$ cat src/rtl/fetch_unit.sv
// ---------------------------------------------------------------------------
// fetch_unit
//
// Instruction fetch stage for the 4-bit 8085-style core. Owns the program
// counter, reads 8-bit opcodes from program memory with a ready handshake and
// hands each opcode downstream with a valid/ack handshake. Jumps, HLT (8'h76)
// and a single maskable interrupt redirect the PC.
//
// Configuration macro: FETCH_INTR_EN
//   defined   : interrupt logic (IE flag, Intr_Ack, Ret_Addr, HALT exit) built
//   undefined : Intr and Ei ignored, Intr_Ack=0, Ret_Addr=0, HALT left by reset
//
// Ports
//   Clk       in   clock, rising edge
//   Rst       in   synchronous reset, active low
//   Mem_Rd    out  program-memory read strobe
//   Addr_Out  out  program address (current PC)
//   Mem_Data  in   program-memory read data
//   Mem_Rdy   in   read data valid this cycle
//   Inst_Out  out  fetched opcode, stable while Inst_Vld=1
//   Inst_Vld  out  opcode available downstream
//   Inst_Ack  in   downstream consumed the opcode
//   Jmp       in   redirect PC on ack
//   Jmp_Addr  in   jump target
//   Intr      in   interrupt request (level)
//   Ei        in   enable-interrupt pulse
//   Intr_Ack  out  one-cycle pulse when the interrupt is taken
//   Ret_Addr  out  PC saved at interrupt entry
//   Halted    out  core halted
//   Bus_Err   out  one-cycle pulse on memory wait timeout
// ---------------------------------------------------------------------------
module fetch_unit #(
    parameter logic [3:0]  RST_VECTOR  = 4'h0,
    parameter logic [3:0]  INTR_VECTOR = 4'hC,
    parameter int unsigned MAX_WAIT    = 7
) (
    input  logic       Clk,
    input  logic       Rst,
    output logic       Mem_Rd,
    output logic [3:0] Addr_Out,
    input  logic [7:0] Mem_Data,
    input  logic       Mem_Rdy,
    output logic [7:0] Inst_Out,
    output logic       Inst_Vld,
    input  logic       Inst_Ack,
    input  logic       Jmp,
    input  logic [3:0] Jmp_Addr,
    input  logic       Intr,
    input  logic       Ei,
    output logic       Intr_Ack,
    output logic [3:0] Ret_Addr,
    output logic       Halted,
    output logic       Bus_Err
);

    typedef enum logic [1:0] {
        S_FETCH = 2'd0,
        S_HOLD  = 2'd1,
        S_HALT  = 2'd2
    } state_e;

    localparam logic [7:0] OP_HLT    = 8'h76;
    // Counter value on the cycle whose low Mem_Rdy completes MAX_WAIT waits.
    localparam logic [3:0] WAIT_LAST = 4'(MAX_WAIT - 1);

`ifdef FETCH_INTR_EN
    localparam logic INTR_EN = 1'b1;
`else
    localparam logic INTR_EN = 1'b0;
`endif

    state_e     state_q, state_d;
    logic [3:0] pc_q, pc_d;
    logic       mem_rd_q, mem_rd_d;
    logic [7:0] inst_q, inst_d;
    logic       vld_q, vld_d;
    logic       intr_ack_q, intr_ack_d;
    logic [3:0] ret_addr_q, ret_addr_d;
    logic       halted_q, halted_d;
    logic       bus_err_q, bus_err_d;
    logic       ie_q, ie_d;
    logic [3:0] wait_q, wait_d;

    logic [3:0] pc_next;
    logic       intr_take;

    // PC after an ack: jump target or the already-incremented PC.
    assign pc_next   = Jmp ? Jmp_Addr : pc_q;
    assign intr_take = INTR_EN & Intr & ie_q;

    always_comb begin
        // NOTE: every signal assigned here gets a default first, so no path
        // leaves a value unassigned and no latch is inferred.
        state_d    = state_q;
        pc_d       = pc_q;
        inst_d     = inst_q;
        vld_d      = vld_q;
        intr_ack_d = 1'b0;
        ret_addr_d = ret_addr_q;
        bus_err_d  = 1'b0;
        wait_d     = wait_q;
        // Interrupt entry below overrides this, so a coinciding Ei loses.
        ie_d       = INTR_EN & (ie_q | Ei);

        unique case (state_q)
            S_FETCH: begin
                // A read is only in flight once Mem_Rd is actually asserted;
                // the first cycle after reset just raises the strobe.
                if (mem_rd_q) begin
                    if (Mem_Rdy) begin
                        inst_d  = Mem_Data;
                        vld_d   = 1'b1;
                        pc_d    = pc_q + 4'd1;
                        wait_d  = 4'd0;
                        state_d = S_HOLD;
                    end else if (wait_q == WAIT_LAST) begin
                        // Timeout: flag it and retry the same address.
                        bus_err_d = 1'b1;
                        wait_d    = 4'd0;
                    end else begin
                        wait_d = wait_q + 4'd1;
                    end
                end
            end

            S_HOLD: begin
                if (Inst_Ack) begin
                    vld_d = 1'b0;
                    if (intr_take) begin
                        // Interrupt beats HLT, so a halt acked here is cancelled.
                        ret_addr_d = pc_next;
                        pc_d       = INTR_VECTOR;
                        intr_ack_d = 1'b1;
                        ie_d       = 1'b0;
                        state_d    = S_FETCH;
                    end else if (inst_q == OP_HLT) begin
                        pc_d    = pc_next;
                        state_d = S_HALT;
                    end else begin
                        pc_d    = pc_next;
                        state_d = S_FETCH;
                    end
                end
            end

            S_HALT: begin
                if (intr_take) begin
                    ret_addr_d = pc_q;
                    pc_d       = INTR_VECTOR;
                    intr_ack_d = 1'b1;
                    ie_d       = 1'b0;
                    state_d    = S_FETCH;
                end
            end

            default: state_d = S_FETCH;
        endcase

        // Strobe and halt flag are registered copies of the next state.
        mem_rd_d = (state_d == S_FETCH);
        halted_d = (state_d == S_HALT);
    end

    always_ff @(posedge Clk) begin
        // NOTE: state registers use non-blocking assignments so every flop
        // samples the pre-edge values regardless of statement order.
        if (!Rst) begin
            state_q    <= S_FETCH;
            pc_q       <= RST_VECTOR;
            mem_rd_q   <= 1'b0;
            inst_q     <= 8'h00;
            vld_q      <= 1'b0;
            intr_ack_q <= 1'b0;
            ret_addr_q <= 4'h0;
            halted_q   <= 1'b0;
            bus_err_q  <= 1'b0;
            ie_q       <= 1'b0;
            wait_q     <= 4'd0;
        end else begin
            state_q    <= state_d;
            pc_q       <= pc_d;
            mem_rd_q   <= mem_rd_d;
            inst_q     <= inst_d;
            vld_q      <= vld_d;
            intr_ack_q <= intr_ack_d;
            ret_addr_q <= ret_addr_d;
            halted_q   <= halted_d;
            bus_err_q  <= bus_err_d;
            ie_q       <= ie_d;
            wait_q     <= wait_d;
        end
    end

    assign Mem_Rd   = mem_rd_q;
    assign Addr_Out = pc_q;
    assign Inst_Out = inst_q;
    assign Inst_Vld = vld_q;
    assign Intr_Ack = intr_ack_q;
    assign Ret_Addr = ret_addr_q;
    assign Halted   = halted_q;
    assign Bus_Err  = bus_err_q;

endmodule
$ cat config.mk
export PLATFORM = sky130hd
export DESIGN_NAME = fetch_unit
export DESIGN_NICKNAME = d
export VERILOG_FILES = /design/src/rtl/fetch_unit.sv
export SDC_FILE = /design/constraint.sdc
export NUM_CORES = 1
export LEC_CHECK = 0
export BUFFER_PORTS_ARGS = -buffer_cell sky130_fd_sc_hd__buf_2
export CELL_PAD_IN_SITES_DETAIL_PLACEMENT = 0
export CELL_PAD_IN_SITES_GLOBAL_PLACEMENT = 1
export CORE_MARGIN = 10
export CORE_UTILIZATION = 31
export DETAILED_ROUTE_END_ITERATION = 10
export HOLD_SLACK_MARGIN = 0.15
export PLACE_DENSITY_LB_ADDON = 0.1
export SLEW_MARGIN = 20
export SYNTH_ARGS = -nofsm -noshare
export SYNTH_HDL_FRONTEND = slang
export SYNTH_SLANG_ARGS = --single-unit
$ cat constraint.sdc
create_clock -name Clk -period 1.65 [get_ports Clk]
set_input_delay 0 -clock Clk [delete_from_list [all_inputs] [get_ports Clk]]
set_output_delay 0 -clock Clk [all_outputs]
set_load 0.005 [all_outputs]
==> summary.txt <==
Global routing
  • GRT Util Overall: 0.0912
  • Total congestion overflow: 0
  • Initial antenna violation count: 0
  • First-pass GRT wire length: ~4800 um
  • Largest net degree at the start of global routing: 14
  • Vias in the first global route: 1080

Die
  • Starting Density: 0.324
  • Die Footprint: 6290 um2
  • Rows: 21
  • Die Span Y: 79.3 um
  • Die width: 79.3 um
  • # IOs: 40
  • Core Footprint: 3360 um2

Critical path
  • End of the critical path: wait_q[1]
  • Worst r2r src: state_q[1]
  • Worst R2R Setup Slack: 0.08 ns
  • WP data required: around 1.9 ns
  • Critical path class: reg2reg
  • Crit Path Max Fanout: 8
  • Startpoint type of the worst setup path: flip-flop
  • Worst Setup End Kind: flip-flop
  • CP startpoint: state_q[1]
  • Arrival @ worst endpoint: 1.83 ns
  • Worst R2R End: wait_q[1]
  • Cells on worst reg2reg path: 4

Clocking
  • Clk Latency, worst-skew pair: 0.32 ns
  • Max clock buf depth: 2
  • Post-CTS Setup Repair Bufs: 0
  • H-tree levels: 1
  • Clock Pin Slew Worst Setup and Hold Paths: 0.13 ns
  • Clock Sinks: 22
  • CTS tree: done
  • CTS Buf Count: 3
  • CTS root buffer: clkbuf_4

Synthesis
  • Synth Area in Adders: 0.0344
  • Largest family of logic cells by synthesized area: simple AND/OR/NAND/NOR gates
  • Post-synthesis simple-gate area fraction: 0.292
  • Avg Inst Size Synth: 8.80 um2
  • Mux contribution to synthesized area: 0.0183
  • Synth warnings: 0
  • Synth Instances: 124
  • Async SR Flop Fraction: 0
  • Post-synthesis compound-gate area fraction: 0.161
  • #FFs+latches synth: 22
  • Unique masters post-synth: 41
  • Primary FF master, synth: dfxtp_1
  • Post-synthesis xor/xnor area fraction: 0
  • Synth Cell Area: roughly 1100 um2
  • Post-synth EDFFs: 0
  • Top-area cell type share of the netlist area: 0.404
  • Post-synthesis sequential area ratio: 0.404
  • Area leader, netlist: dfxtp_1
  • Synth area leaders: dfxtp_1 40%, nand2_1 7.9%, a21oi_1 5.5%, buf_4 3.4%, ha_1 3.4%

Route
  • Via Count: 1045
  • Initial DRC count: 67
  • Vias/cell: around 4.8
  • Number of detailed-route iterations in the first pass: 5
  • Final WL: 2890 um
  • Remaining routing DRC violations: 0
  • Final ANT Viol Nets: 0
  • DR WL/cell: 13.1 um

Timing
  • Slew Viols, Final: 0
  • Setup Viol. Count Final: 0
  • Crit share post-route: 0.952
  • Setup TNS Final: 0 ns
  • PnR worst setup slack: 0.0799 ns
  • RSZ-0062 raised after global routing: false
  • Post-route minimum period: ~1.6 ns
  • Hold WS: a little over 0.2 ns
  • Final hold violation count: 0
  • Worst Skew: 0.00414 ns
  • Max Clk Rate: 0.637 GHz

Placement
  • GPL Wtd Cong: around 0.72
  • IO buf count: 32
  • Place WS: 0.0819 ns
  • Final HPWL DP: 2160 um

Final layout
  • Final nets: ~200
  • Final Util: 0.448
  • Ant. Diodes: 0
  • Ratio of cells with drive above 1 in the final layout: 0.299
  • Area Overhead vs Synth: 38.2%
  • Fillers: 364

Power and ir drop
  • P per Cell Area: around 780 nW/um2
  • Peak supply drop: 407 uV
  • Leakage power: 0.652 nW
  • Power consumption: between 1 and 1.5 mW

Hold path
  • Min-Delay Path Class: in2reg

Flow run
  • Max-Cap Viols: 0

Outcome
  • Outcome: complete, no violations
-- per-stage QoR --
stage	cells	instance area [um2]
finish	220	1510
global route	220	1510
CTS	220	1500
detailed placement	202	1310
global placement	202	1310
floorplan	128	1110
-- power by group --
group	switching (mW)	internal, mW
sequential	0.0179	0.554
combinational	0.0870	0.0943
clock	0.180	0.246
total	0.285	0.894
-- state kept, by name (all words and copies together) (netlist names) --
name	flops
Addr_Out	4
Bus_Err	1
Halted	1
Inst_Out	8
Inst_Vld	1
Mem_Rd	1
state_q	2
wait_q	4
-- metal layers --
layer	GRT usage	wire, um
met5	0	0
met4	0.0269	14
met3	0.0405	257
met2	0.154	1420
met1	0.101	1200
-- worst min path at each step --
stage / from / to / slack (ns) / cells past startpoint
final: Jmp / Addr_Out[3] / 0.21 / 4
after detailed placement: Mem_Data[6] / Inst_Out[6] / 0.25 / 3
after global routing: Jmp_Addr[1] / Addr_Out[1] / 0.23 / 4
after CTS: Jmp / Addr_Out[3] / 0.19 / 4
after global placement: Mem_Data[2] / Inst_Out[2] / 0.24 / 3
after floorplan: Mem_Data[0] / Inst_Out[0] / 0.14 / 2
-- cells in the final DEF (no fill, tap or decap), types with 2 or more instances in the layout --
master / netlist / final
nand2_1: 23 / 23
nand4b_1: 3 / 3
dfxtp_1: 22 / 21
mux2i_1: 2 / 2
buf_2: 1 / 32
nor3_1: 3 / 3
a21oi_1: 12 / 12
a22oi_1: 2 / 2
clkbuf_4: 0 / 3
nand4bb_1: 2 / 2
nand3_1: 3 / 3
and2_1: 2 / 2
o21ai_0: 2 / 2
dlygate4sd3_1: 0 / 14
conb_1: 1 / 5
nor3b_1: 2 / 2
inv_1: 5 / 5
buf_4: 5 / 8
ha_1: 3 / 3
o32ai_1: 2 / 2
or4_1: 2 / 2
nand3b_1: 2 / 2
-- timing repair --
action	4_1_cts	5_1_grt
endpoints found under the hold margin	21	0
gates resized for setup	0	2
setup endpoints to repair	0	3
hold buffers	14	0
-- cells by family after synthesis --
family | count (synthesis)
adders and majority gates | 3
AOI/OAI and AO/OA | 25
buffers and inverters | 18
muxes | 2
DFF | 22
other | 1
and+or+nand+nor | 53
-- synth_stat cells (2+ instances only) --
cell type,number
nand2_1,23
dfxtp_1,22
a21oi_1,12
buf_4,5
clkbuf_1,5
inv_1,5
ha_1,3
nand3_1,3
nand4b_1,3
nor3_1,3
a22oi_1,2
and2_1,2
mux2i_1,2
nand3b_1,2
nand4bb_1,2
nor3b_1,2
o21ai_0,2
o32ai_1,2
or4_1,2
-- layout make-up --
cell class | count | area (um2) | area share
clock buffer | 3 | 22.5 | 0.0149
clock inverter | 1 | 30.0 | 0.0199
inverter | 6 | 22.5 | 0.0149
multi-input combinational | 88 | 571 | 0.378
sequential | 22 | 444 | 0.295
tap | 46 | 57.6 | 0.0382
timing repair buffer | 54 | 360 | 0.239
-- worst max-delay path: stages (launching register included) --
cell and delay, ns:
dfxtp_1 0.33, or3b_1 0.39, buf_4 0.17, or4_1 0.47
a21oi_1 0.15
Power figures use the tool's default switching activity.
